--- config.mk ---
export PLATFORM = sky130hd
export DESIGN_NAME = alu_rr_arbiter
export DESIGN_NICKNAME = d
export VERILOG_FILES = /design/src/rtl/alu_rr_arbiter.sv
export SDC_FILE = /design/constraint.sdc
export NUM_CORES = 1
export LEC_CHECK = 0
export ABC_AREA = 1
export BUFFER_PORTS_ARGS = -buffer_cell sky130_fd_sc_hd__buf_2
export CORE_AREA = 2 2 163 165
export CTS_CLUSTER_DIAMETER = 30
export DETAILED_ROUTE_END_ITERATION = 8
export DIE_AREA = 0 0 165 167
export PLACE_DENSITY = 0.54
export SLEW_MARGIN = 20
export SYNTH_ARGS = -nofsm -noshare
export SYNTH_HDL_FRONTEND = slang
export SYNTH_SLANG_ARGS = --single-unit
--- constraint.sdc ---
create_clock -name clk -period 1.9 [get_ports clk]
set_input_delay 0.38 -clock clk [delete_from_list [all_inputs] [get_ports clk]]
set_output_delay 0.38 -clock clk [all_outputs]
set_load 0.005 [all_outputs]
--- src/rtl/alu_rr_arbiter.sv ---
// Round-robin arbiter that time-shares one ALU among N_REQ requesters and
// returns each ALU result, tagged with the requester index, on a valid/ready channel.
module alu_rr_arbiter #(
    parameter int N_REQ   = 4,
    parameter int ALU_LAT = 1,
    parameter int ID_W    = $clog2(N_REQ)
) (
    input  logic                  clk,
    input  logic                  rst,
    input  logic [N_REQ-1:0]      req_valid,
    output logic [N_REQ-1:0]      req_ready,
    input  logic [N_REQ*32-1:0]   req_a,
    input  logic [N_REQ*32-1:0]   req_b,
    input  logic [N_REQ*3-1:0]    req_opcode,
    output logic signed [31:0]    alu_a,
    output logic [31:0]           alu_b,
    output logic [2:0]            alu_opcode,
    input  logic [31:0]           alu_result,
    input  logic                  alu_error,
    output logic                  rsp_valid,
    input  logic                  rsp_ready,
    output logic [ID_W-1:0]       rsp_id,
    output logic [31:0]           rsp_result,
    output logic                  rsp_error,
    output logic                  busy
);

    typedef enum logic [1:0] {IDLE, EXEC, RESP} state_t;

    localparam logic [ID_W:0] NREQ_W = (ID_W+1)'(N_REQ);

    state_t            state_q, state_d;
    logic [ID_W-1:0]   rr_ptr, cur_id, gnt_idx, rr_nxt;
    logic [ID_W:0]     scan, id_inc;
    logic              gnt_found;
    logic [2:0]        lat_cnt;
    logic              accept, exec_done, rsp_done;

    logic signed [31:0] a_arr [N_REQ];
    logic [31:0]        b_arr [N_REQ];
    logic [2:0]         op_arr [N_REQ];

    for (genvar i = 0; i < N_REQ; i++) begin : g_slice
        assign a_arr[i]  = req_a[i*32 +: 32];
        assign b_arr[i]  = req_b[i*32 +: 32];
        assign op_arr[i] = req_opcode[i*3 +: 3];
    end

    // Grant: first valid requester at or after rr_ptr, wrapping modulo N_REQ
    always_comb begin
        gnt_found = 1'b0;
        gnt_idx   = '0;
        scan      = '0;
        for (int k = 0; k < N_REQ; k++) begin
            scan = {1'b0, rr_ptr} + (ID_W+1)'(k);
            if (scan >= NREQ_W)
                scan = scan - NREQ_W;
            if (!gnt_found && req_valid[scan[ID_W-1:0]]) begin
                gnt_found = 1'b1;
                gnt_idx   = scan[ID_W-1:0];
            end
        end
    end

    always_comb begin
        req_ready = '0;
        if (state_q == IDLE && gnt_found)
            req_ready[gnt_idx] = 1'b1;
    end

    assign id_inc    = {1'b0, cur_id} + (ID_W+1)'(1);
    assign rr_nxt    = (id_inc >= NREQ_W) ? '0 : id_inc[ID_W-1:0];
    assign accept    = (state_q == IDLE) && gnt_found;
    assign exec_done = (state_q == EXEC) && (lat_cnt == 3'd1);
    assign rsp_done  = (state_q == RESP) && rsp_valid && rsp_ready;
    assign busy      = (state_q != IDLE);

    always_ff @(posedge clk or negedge rst) begin
        if (!rst)
            state_q <= IDLE;
        else
            state_q <= state_d;
    end

    always_comb begin
        state_d = state_q;
        case (state_q)
            IDLE:    if (accept)    state_d = EXEC;
            EXEC:    if (exec_done) state_d = RESP;
            RESP:    if (rsp_done)  state_d = IDLE;
            default:                state_d = IDLE;
        endcase
    end

    // Operand launch on accept, result capture after ALU_LAT edges, pointer update on response
    always_ff @(posedge clk or negedge rst) begin
        if (!rst) begin
            alu_a      <= '0;
            alu_b      <= '0;
            alu_opcode <= '0;
            cur_id     <= '0;
            lat_cnt    <= '0;
            rr_ptr     <= '0;
            rsp_valid  <= 1'b0;
            rsp_id     <= '0;
            rsp_result <= '0;
            rsp_error  <= 1'b0;
        end else begin
            if (accept) begin
                alu_a      <= a_arr[gnt_idx];
                alu_b      <= b_arr[gnt_idx];
                alu_opcode <= op_arr[gnt_idx];
                cur_id     <= gnt_idx;
                lat_cnt    <= 3'(ALU_LAT);
            end
            if (state_q == EXEC)
                lat_cnt <= lat_cnt - 3'd1;
            if (exec_done) begin
                rsp_result <= alu_result;
                rsp_error  <= alu_error;
                rsp_id     <= cur_id;
                rsp_valid  <= 1'b1;
            end
            if (rsp_done) begin
                rsp_valid <= 1'b0;
                rr_ptr    <= rr_nxt;
            end
        end
    end

endmodule

=== After elaboration in Yosys (flattened, before gate mapping) ===
Cells that the tools add are included.

* Output and inout port bits: 108
* Flip-flop bits (word level): 112

* $add $sub $neg: 9
* Equality and inequality tests: 6
* Multiplexer cells: 41
* $lt $le $gt $ge: 12
* Bitwise gates (word level): 1
* Reductions and logical operators: 16

{| class="wikitable"
|+ Operators with widths
! kind !! number
|-
| $bmux 32 s2 || 2
|-
| $mux 32 || 4
|-
| $mux 2 || 12
|-
| $ge 3x3->1 const B || 5
|-
| $lt 2x3->1 const B || 5
|-
| $mux 3 || 4
|-
| $mux 1 || 11
|-
| $bmux 1 s2 || 4
|-
| $logic_and 1x1->1 || 8
|-
| $sub 2x1->2 const B || 4
|-
| $add 2x1->3 const B || 2
|-
| $add 2x2->3 const B || 2
|-
| $bmux 3 s2 || 1
|-
| $ne 2x2->1 const B || 3
|-
| $pmux 2 s3 || 1
|-
| $reduce_bool 2->1 || 3
|-
| $mux 4 || 1
|-
| $eq 3x1->1 const B || 1
|-
| $ge 2x3->1 const B || 1
|-
| $logic_not 1->1 || 3
|-
| $not 2->3 || 1
|-
| $reduce_and 3->1 || 1
|-
| $sub 3x1->3 const B || 1
|-
| $demux 1 s2 || 1
|-
| other kinds (4) || 4
|}

=== Depth between registers and ports, before layout ===
Gate-level depths: netlist of the first run.

* Word-level depth: 19
* Mapped depth: 16
* Gate-level depth less buffers: 14

=== Least setup slack after synthesis of the first run ===
OpenSTA, ideal clock, no wires.

* Path type: flip-flop to output port
* Start point: register rr_ptr[0]
* End point: output port req_ready[2]
* Setup slack: -0.205 ns
* Data arrival time: 1.725 ns
* Path buffers: 3
* Required time: 1.520 ns
* Cell stages (with the launch flop): 15
* Cells stage by stage: dfrtp_1 buf_4 nand2_1 nand2_1 nand2_1 nand2_1 nor2_2 nand3_1 nand2_1 nor2_1 nor2_1 buf_2 buf_2 inv_2 nor2_1

* Word-level cells in the longest chain between the ends: 19
* Elaborated cells between the ends (all ways): 44
* Those cells by class: 7 x add/sub; 6 x order compare; 23 x mux; 8 x reduce/logical

{| class="wikitable"
|+ Ends and longest elaborated chain
! element !! RTL line !! RTL
|-
| from (decl) || 33 || <nowiki>logic [ID_W-1:0] rr_ptr, cur_id, gnt_idx, rr_nxt;</nowiki>
|-
| from (signal assigned) || 126 || <nowiki>rr_ptr <= rr_nxt;</nowiki>
|-
| branches (longest 18 deep; another with $add 2x1->3) || -- ||
|-
| $mux 4 * || 67 || <nowiki>if (state_q == IDLE && gnt_found)</nowiki>
|-
| to (decl) || 11 || <nowiki>output logic [N_REQ-1:0] req_ready,</nowiki>
|}

Every way passes the cells marked *. The select of a mux whose other input is x is not followed.

=== Worst setup path after layout of the first run ===
Same ends and word-level chain as after synthesis.

==> flow_metrics.py, run 1 <==
metrics = {
    "status": {
        "status": "complete, but fails checks",
        "violations": "negative setup slack",
    },
    "place": {
        "dpl.hpwl_um": 19800,
        "gp_congestion": 0.849,
        "placed_cells": 1774,
        "port_buffers": 415,
    },
    "cts": {
        "path_clk_slew_ps": 90,
        "cts_sinks": 112,
        "clockBufferDepth": 2,
        "htreeDepth": 3,
        "clock_latency_ps": 370,
        "cts-root-buf": "clkbuf_16",
        "cts_buffers": 9,
        "cts_tree": "done",
    },
    "layout": {
        "layout-drive-gt1-share_pct": 46.3,
        "final_util_pct": 45.3,
        "synthToLayoutAreaGrowth_pct": 60.1,
        "antenna_cells": 0,
        "finalNonFillerCells": 1829,
        "nets": 1800,
    },
    "synth": {
        "synth_cell_type_count": 24,
        "synth.area.top_cells": "dfrtp_1 (38%), nand2_1 (17%), inv_1 (11%)",
        "yosys.area.top_type_share_pct": 38.5,
        "avgSynthCellArea_um2": 6.98,
        "yosysTopAreaCell": "dfrtp_1",
        "syn_area_um2": 7290,
        "syn_inst": 1044,
        "ys_warn_count": 0,
        "synth_fp_nets": 1355,
        "ys_seq_area_share_pct": 38.5,
        "ys_seq_elements": 112,
    },
    "drt": {
        "drt-wirelength-per-cell_um": 15.5,
        "vias": 8524,
        "viasPerCell": 4.66,
        "firstDrtPassIters": 5,
        "drc": 0,
        "wl_um": 28300,
        "ant_nets": 0,
        "drtIter0Drc": 583,
    },
    "pwr": {
        "powerDensity_nw_per_um2": 2300,
        "fin_total_pwr_w": 0.0268,
        "p_leak_nw": 6.79,
        "ir_drop_mv": 1.68,
    },
    "timing": {
        "hold_violations": 0,
        "grt_setup_unrepaired": "true",
        "setup-violations-final": 76,
        "final-max-slew-violation-count": 0,
        "fin_ws_ps": -456,
        "setup-tns-final_ps": -24110,
        "clock_skew_ps": 18.4,
        "finalCritPeriodShare_pct": 124,
        "max_freq_mhz": 424,
        "min_period_ps": 2360,
        "max_slew.worst_pin.slew_ps": 523,
        "relSlewSlack_pct": 65.2,
    },
    "worst_setup_path": {
        "crit_fanout": 7,
        "arrival_ps": 1980,
        "cp-start-kind": "flip-flop",
        "endpoint_kind": "output pin",
        "cp.required_ps": 1520,
        "path_class": "flip-flop to output pin",
        "rrSetupSlack_ps": -420,
        "startpoint": "rr_ptr[0]",
        "r2r-start": "rr_ptr[0]",
    },
    "floorplan": {
        "rows": 59,
        "initial_core_util_pct": 28.3,
        "die_area_um2": 27600,
        "core_area_um2": 25800,
        "num_io_pins": 416,
        "die_h_um": 167,
        "die_x_um": 165,
    },
    "worst_hold_path": {
        "min_from": "alu_error",
        "hold_path.class": "input pin to flip-flop",
    },
    "global_routing": {
        "grt_max_degree": 61,
        "grt_first_pass_wirelength_um": 43700,
        "first_global_vias": 8145,
        "grt-ovfl-total": 0,
        "track_usage_pct": 20.2,
        "antenna_found_initial": 0,
    },
    "job": {
        "drv_cap": 0,
    },
}
-- path summary, 6_finish.rpt --
path                            depth (start not counted)              to
worst max-delay path                                   12    req_ready[2]
worst min-delay path                                    2       rsp_error
worst max register to register                         15        alu_a[9]
worst min register to register                          2        alu_a[8]
max in group asynchronous                               3       alu_b[16]
min in group asynchronous                               2  rsp_result[18]
-- cells in the final DEF, fill, tap and decap left out, types with 4 or more instances in the layout --
cell	instances
o211ai_1	74
nand2_2	44
nand2_4	27
clkbuf_16	10
buf_6	8
nand2_1	266
buf_8	7
mux2_2	33
buf_16	13
nor2_1	7
nand3_2	43
nand4_1	60
buf_4	39
inv_1	209
nand3_1	64
buf_2	414
dfrtp_1	110
buf_12	19
nor2_4	4
inv_2	6
-- repair_timing --
action / CTS / global route
endpoints found under the setup margin: 75 / 77
gates resized for setup: 161 / 34
hold endpoints to repair: 23 / 0
gates cloned: 13 / 1
pin swaps: 52 / 9
setup buffers: 20 / 5
hold buffers: 1 / 0
-- worst max-delay path: stages, from the launching register on --
cell and delay, ps:
dfrtp_2 470, inv_2 120, nand2_1 100, nand3_2 100, nand2_2 90, nor2_4 170, nand3_2 110, inv_2 80
nor2_4 40, nor2_4 90, inv_2 50, nor2_1 70, buf_2 120
-- where the power goes --
| group | leakage (nW) | switching [W] | internal (W) |
|---|---|---|---|
| logic | 5.29 | 0.0108 | 0.00970 |
| clock network | 0.147 | 0.00104 | 0.000933 |
| registers | 1.35 | 0.000672 | 0.00370 |
| total | 6.79 | 0.0125 | 0.0143 |
-- through the flow --
stage	cell area (um^2)	worst slack [ps]	hold WS [ps]
2_1_floorplan	7320	-103	84.4
3_3_place_gp	10000	-227	338
3_5_place_dp	10000	-314	348
4_1_cts	11500	-464	217
5_1_grt	11700	-619	219
6_report	11700	-456	232
-- Yosys cell counts (all sizes together) --
library cell,n
nand4,60
nand2,337
a21oi,2
a31oi,1
dfrtp,112
nand3,110
ha,3
o21ai,7
clkbuf,34
nor2,14
o31ai,1
buf,37
xnor2,1
nor3,1
o22ai,1
mux2,33
inv,216
o211ai,74
-- sequential cells by signal (all words and copies together), names as in the netlist --
name and cells:
alu_a 32, alu_b 32, alu_opcode 3, cur_id 2, lat_cnt 3, rr_ptr 2, rsp_error 1, rsp_id 2
rsp_result 32, rsp_valid 1, state_q 2
-- kinds of logic after synthesis --
group                    count (synthesis)  share of synthesized area, %
AND/OR/NAND/NOR                        522                          31.1
buffers and inverters                  287                          16.2
flip-flops                             112                          38.5
AO/OA/AOI/OAI                           86                          8.52
multiplexers                            33                          5.10
adder cells (fa/ha/maj)                  3                         0.515
XOR/XNOR                                 1                         0.120
-- cell type report --
cell class	instances	area, um^2
inverters	216	813
clock buffers	9	225
fillers	2635	14100
repair buffers	504	3400
multi-input cells	645	3920
well taps	335	419
repair inverters	1	7.51
clock inverters	7	75.1
flip-flops and latches	112	2810
-- metal layers --
layer	part of all wire (%)	track usage (%)
met1	41	25.4
met2	51	35.6
met3	6.0	2.57
met4	2.1	6.12
met5	0	0
Note: power is estimated with default switching activity, not from simulation.
==> run 2, diff against run 1 <==
CORE_AREA = 2 2 160 162   (was 2 2 163 165)
DIE_AREA = 0 0 162 164   (was 0 0 165 167)
PLACE_DENSITY = 0.53   (was 0.54)
clock period = 2.26 ns   (was 1.9 ns; I/O delays follow)
==> flow_metrics.py, run 2 (synthesized netlist as in run 1, its figures left out) <==
metrics = {
    "status": {
        "status": "complete, but fails checks",
        "violations": "negative setup slack",
    },
    "floorplan": {
        "die_x_um": 162,
        "rows": 58,
        "die_area_um2": 26600,
        "num_io_pins": 416,
        "core_area_um2": 24800,
        "die_h_um": 164,
        "initial_core_util_pct": 29.4,
    },
    "pwr": {
        "powerDensity_nw_per_um2": 1880,
        "ir_drop_mv": 0.828,
        "p_leak_nw": 6.47,
    },
    "worst_hold_path": {
        "hold_path.class": "input pin to async pin",
    },
    "drt": {
        "drc": 0,
        "vias": 8489,
        "drt-wirelength-per-cell_um": 16.4,
        "ant_nets": 0,
        "drtIter0Drc": 611,
        "wl_um": 29700,
        "firstDrtPassIters": 6,
        "viasPerCell": 4.67,
    },
    "timing": {
        "fin_ws_ps": -332,
        "grt_setup_unrepaired": "true",
        "hold_violations": 0,
        "final-max-slew-violation-count": 0,
        "relSlewSlack_pct": 56.1,
        "max_freq_mhz": 386,
        "min_period_ps": 2590,
        "finalCritPeriodShare_pct": 115,
        "clock_skew_ps": 11.8,
        "setup-violations-final": 69,
        "max_slew.worst_pin.slew_ps": 658,
    },
    "cts": {
        "path_clk_slew_ps": 90,
        "cts_tree": "done",
        "cts_sinks": 112,
        "cts-hold-fix-buffers": 0,
        "htreeDepth": 3,
        "cts-root-buf": "clkbuf_16",
        "clockBufferDepth": 2,
        "clock_latency_ps": 360,
        "cts_buffers": 9,
    },
    "worst_setup_path": {
        "cp.required_ps": 1810,
        "rr_worst_depth": 16,
        "endpoint_kind": "output pin",
        "rrSetupSlack_ps": -130,
        "arrival_ps": 2140,
        "crit_fanout": 7,
        "cp-start-kind": "flip-flop",
        "path_class": "flip-flop to output pin",
        "r2r-start": "rr_ptr[0]",
        "startpoint": "rr_ptr[0]",
    },
    "layout": {
        "layout-drive-gt1-share_pct": 40.4,
        "synthToLayoutAreaGrowth_pct": 51.5,
        "nets": 1791,
        "final_area_um2": 11000,
        "final_common_cell": "buf_2",
        "largestRegisters": "alu_a (32), alu_b (32), rsp_result (32)",
        "most-common-layout-cells": "buf_2 (413), nand2_1 (313), inv_1 (209)",
    },
    "global_routing": {
        "track_usage_pct": 20.4,
        "grt-ovfl-total": 0,
        "first_global_vias": 8064,
        "grt_first_pass_wirelength_um": 42400,
        "grt_max_degree": 113,
        "antenna_found_initial": 7,
    },
    "place": {
        "placed_cell_area_um2": 9870,
        "dpl.hpwl_um": 20400,
        "port_buffers": 415,
        "gp_congestion": 0.849,
        "pre_cts_ws_ps": -195,
    },
    "job": {
        "drv_cap": 0,
    },
}
==> run 2: cell count changes in the layout (fill, tap and decap cells not counted), moves of 4 or more <==
cell       before  now
buf_16         13    4
nand2_1       266  313
nand3_2        43    5
o21ai_0         3    7
nand2_2        44   20
clkbuf_16      10   17
diode_2         0    4
buf_12         19   14
nand3_1        64   99
buf_8           7    2
nand2_4        27    3
buf_4          39   45
==> run 2: area by class of cell <==
cell class | count | area, um^2
Antenna cell | 4 | 10.0
Clock buffer | 9 | 225
Clock inverter | 7 | 91.3
Fill cell | 2609 | 13800
Inverter | 216 | 816
Multi-Input combinational cell | 646 | 3550
Sequential cell | 112 | 2810
Tap cell | 330 | 413
Timing Repair Buffer | 495 | 3130
==> run 2: final timing paths <==
check | end
setup / recovery | req_ready[2]
hold / removal | alu_b[0]
setup reg to reg | alu_a[29]
hold reg to reg | alu_b[31]
max in group asynchronous | alu_a[30]
min in group clk | rsp_result[29]
==> run 2: repair_timing <==
action,CTS,global route
setup endpoints to repair,53,73
gates cloned,2,10
buffers inserted,7,22
gates resized for setup,25,56
pin swaps,20,27
==> run 2: worst max-delay path: stages, from the launching register on <==
cell and delay (ps):
dfrtp_2 490, buf_6 140, nand2_1 70, nand2_2 90, nand2_2 70, nand2_2 60, nor2_4 210, nand3_4 130
nand2_4 90, nor2_4 50, nor2_4 80, inv_2 50, nor2_2 90, buf_2 150
==> run 2: per-layer routing <==
| layer | up-vias | GRT usage [%] | wire [um] |
|---|---|---|---|
| li1 | 4185 | - | - |
| met1 | 3888 | 24.2 | 12200 |
| met2 | 372 | 36.8 | 14800 |
| met3 | 44 | 4.19 | 2060 |
| met4 | 0 | 6.36 | 683 |
| met5 | - | 0 | 0 |
==> run 2: stage by stage <==
stage / total power [W] / std cells / utilization (%) / setup TNS [ps] / hold WS [ps]
global placement: 0.0154 / 1758 / 39.8 / -5460 / 456
finish: 0.0207 / 1819 / 44.5 / -6030 / 152
CTS: 0.0182 / 1783 / 41.8 / -8580 / 199
global route: 0.0225 / 1819 / 44.5 / -14560 / 190
floorplan: 0.0114 / 1044 / - / 0 / 156
detailed placement: 0.0155 / 1758 / 39.8 / -5570 / 460
==> run 2: where the power goes <==
part	total [W]	switching [W]	internal [W]
combinational	0.0153	0.00842	0.00690
sequential	0.00367	0.000570	0.00310
clock	0.00174	0.000927	0.000809
==> run 3, diff against run 2 <==
TNS_END_PERCENT = 10   (was not set)
==> flow_metrics.py, run 3 (synthesized netlist as in run 1, its figures left out) <==
metrics = {
    "status": {
        "status": "complete, but fails checks",
        "violations": "negative setup slack",
    },
    "place": {
        "placed_cells": 1758,
        "port_buffers": 415,
        "gp_congestion": 0.849,
        "dpl.hpwl_um": 20400,
    },
    "global_routing": {
        "track_usage_pct": 20.0,
        "grt_first_pass_wirelength_um": 42000,
        "grt-ovfl-total": 0,
        "grt_max_degree": 113,
        "antenna_found_initial": 7,
        "first_global_vias": 8014,
    },
    "drt": {
        "drc": 0,
        "drtIter0Drc": 644,
        "wl_um": 28200,
        "viasPerCell": 4.65,
        "ant_nets": 0,
        "vias": 8371,
        "firstDrtPassIters": 7,
        "drt-wirelength-per-cell_um": 15.7,
    },
    "worst_setup_path": {
        "cpMaxStageDelayCell": "dfrtp_2",
        "crit_path_frequent_cell": "nor2_2",
        "arrival_ps": 2120,
        "crit_fanout": 7,
        "path_class": "flip-flop to output pin",
        "cp-start-kind": "flip-flop",
        "endpoint_kind": "output pin",
        "critPathMaxStageDelay_ps": 480,
        "crit_path_cell_trace": "inv_4, buf_6, nand2_1, nand2_2, nor2_2, nor2_2, nand3_4, nand2_8, buf_6, nor2_4, inv_2, nor2_2, buf_2",
        "cp.required_ps": 1810,
    },
    "layout": {
        "nets": 1774,
        "synthToLayoutAreaGrowth_pct": 45.4,
        "finalNonFillerCells": 1802,
        "fill_cells": 2658,
        "most-common-layout-cells": "buf_2 (413), nand2_1 (318), inv_1 (210)",
        "largestRegisters": "alu_a (32), alu_b (32), rsp_result (32)",
        "final_common_cell": "buf_2",
        "layout-drive-gt1-share_pct": 39.1,
    },
    "worst_hold_path": {
        "hold_path.class": "input pin to async pin",
    },
    "timing": {
        "final-max-slew-violation-count": 0,
        "max_slew.worst_pin.slew_ps": 654,
        "finalCritPeriodShare_pct": 114,
        "fin_ws_ps": -312,
        "clock_skew_ps": 13.5,
        "max_freq_mhz": 389,
        "relSlewSlack_pct": 56.4,
        "setup-violations-final": 60,
        "hold_violations": 0,
        "min_period_ps": 2570,
        "whs_ps": 147,
        "grt_setup_unrepaired": "true",
    },
    "pwr": {
        "p_leak_nw": 6.28,
        "powerDensity_nw_per_um2": 1740,
        "ir_drop_mv": 1.02,
    },
    "floorplan": {
        "die_h_um": 164,
        "rows": 58,
        "die_area_um2": 26600,
        "initial_core_util_pct": 29.4,
        "die_x_um": 162,
        "core_area_um2": 24800,
        "num_io_pins": 416,
    },
    "cts": {
        "cts-root-buf": "clkbuf_16",
        "cts_sinks": 112,
        "cts_buffers": 9,
        "clock_latency_ps": 360,
        "htreeDepth": 3,
        "path_clk_slew_ps": 90,
        "clockBufferDepth": 2,
        "cts-hold-fix-buffers": 0,
        "cts_tree": "done",
    },
    "job": {
        "drv_cap": 0,
    },
}
-- run 3: final timing paths --
path | startpoint | endpoint | slack [ps] | cells after the start
worst max-delay path | rr_ptr[0] | req_ready[2] | -310 | 13
worst min-delay path | rst | alu_b[0] | 150 | 2
worst max register to register | rr_ptr[0] | alu_a[29] | -130 | 16
worst min register to register | alu_b[31] | alu_b[31] | 480 | 2
max in group asynchronous | rst | rr_ptr[0] | 1600 | 2
min in group clk | alu_result[29] | rsp_result[29] | 310 | 2
-- run 3: layout make-up --
class,instances,area [um^2],share of cell area (%)
flip-flops and latches,112,2800,26.5
multi-input cells,646,3480,32.8
repair buffers,478,2760,26.1
diodes,4,10.0,0.0944
inverters,216,813,7.67
well taps,330,413,3.90
clock inverters,7,91.3,0.862
clock buffers,9,225,2.12
-- run 3: stage by stage --
step	utilization [%]	power, W	setup WS [ps]	setup TNS [ps]	cell area [um^2]
after floorplan	-	0.0114	83.4	0	7290
after global placement	39.8	0.0154	-153	-5460	9870
after detailed placement	39.8	0.0155	-195	-5570	9870
after CTS	41.6	0.0178	-301	-7030	10300
after global routing	42.7	0.0202	-430	-15290	10600
final	42.7	0.0185	-312	-4800	10600
-- run 3: layer usage --
layer / vias to the layer above / routed length [um] / track usage [%]
li1: 4155 / - / -
met4: 0 / 653 / 6.23
met1: 3848 / 11400 / 23.7
met2: 324 / 14200 / 36.3
met3: 44 / 1970 / 4.17
met5: - / 0 / 0
-- run 3: power breakdown --
group / internal, W / switching [W]
Clock: 0.000808 / 0.000926
Sequential: 0.00310 / 0.000562
Combinational: 0.00544 / 0.00765
Total: 0.00935 / 0.00913
-- run 3: critical path, delay by kind of cell (launching register included) --
| family | cells | cell delay [ps] |
|---|---|---|
| and+or+nand+nor | 8 | 740 |
| DFF | 1 | 480 |
| buffers and inverters | 5 | 540 |
-- run 3: timing repair --
item,CTS,global route
setup buffers,7,15
cloned,0,2
endpoints found under the setup margin,53,74
endpoints found under the hold margin,0,0
pin swaps,20,15
resized for setup,27,28
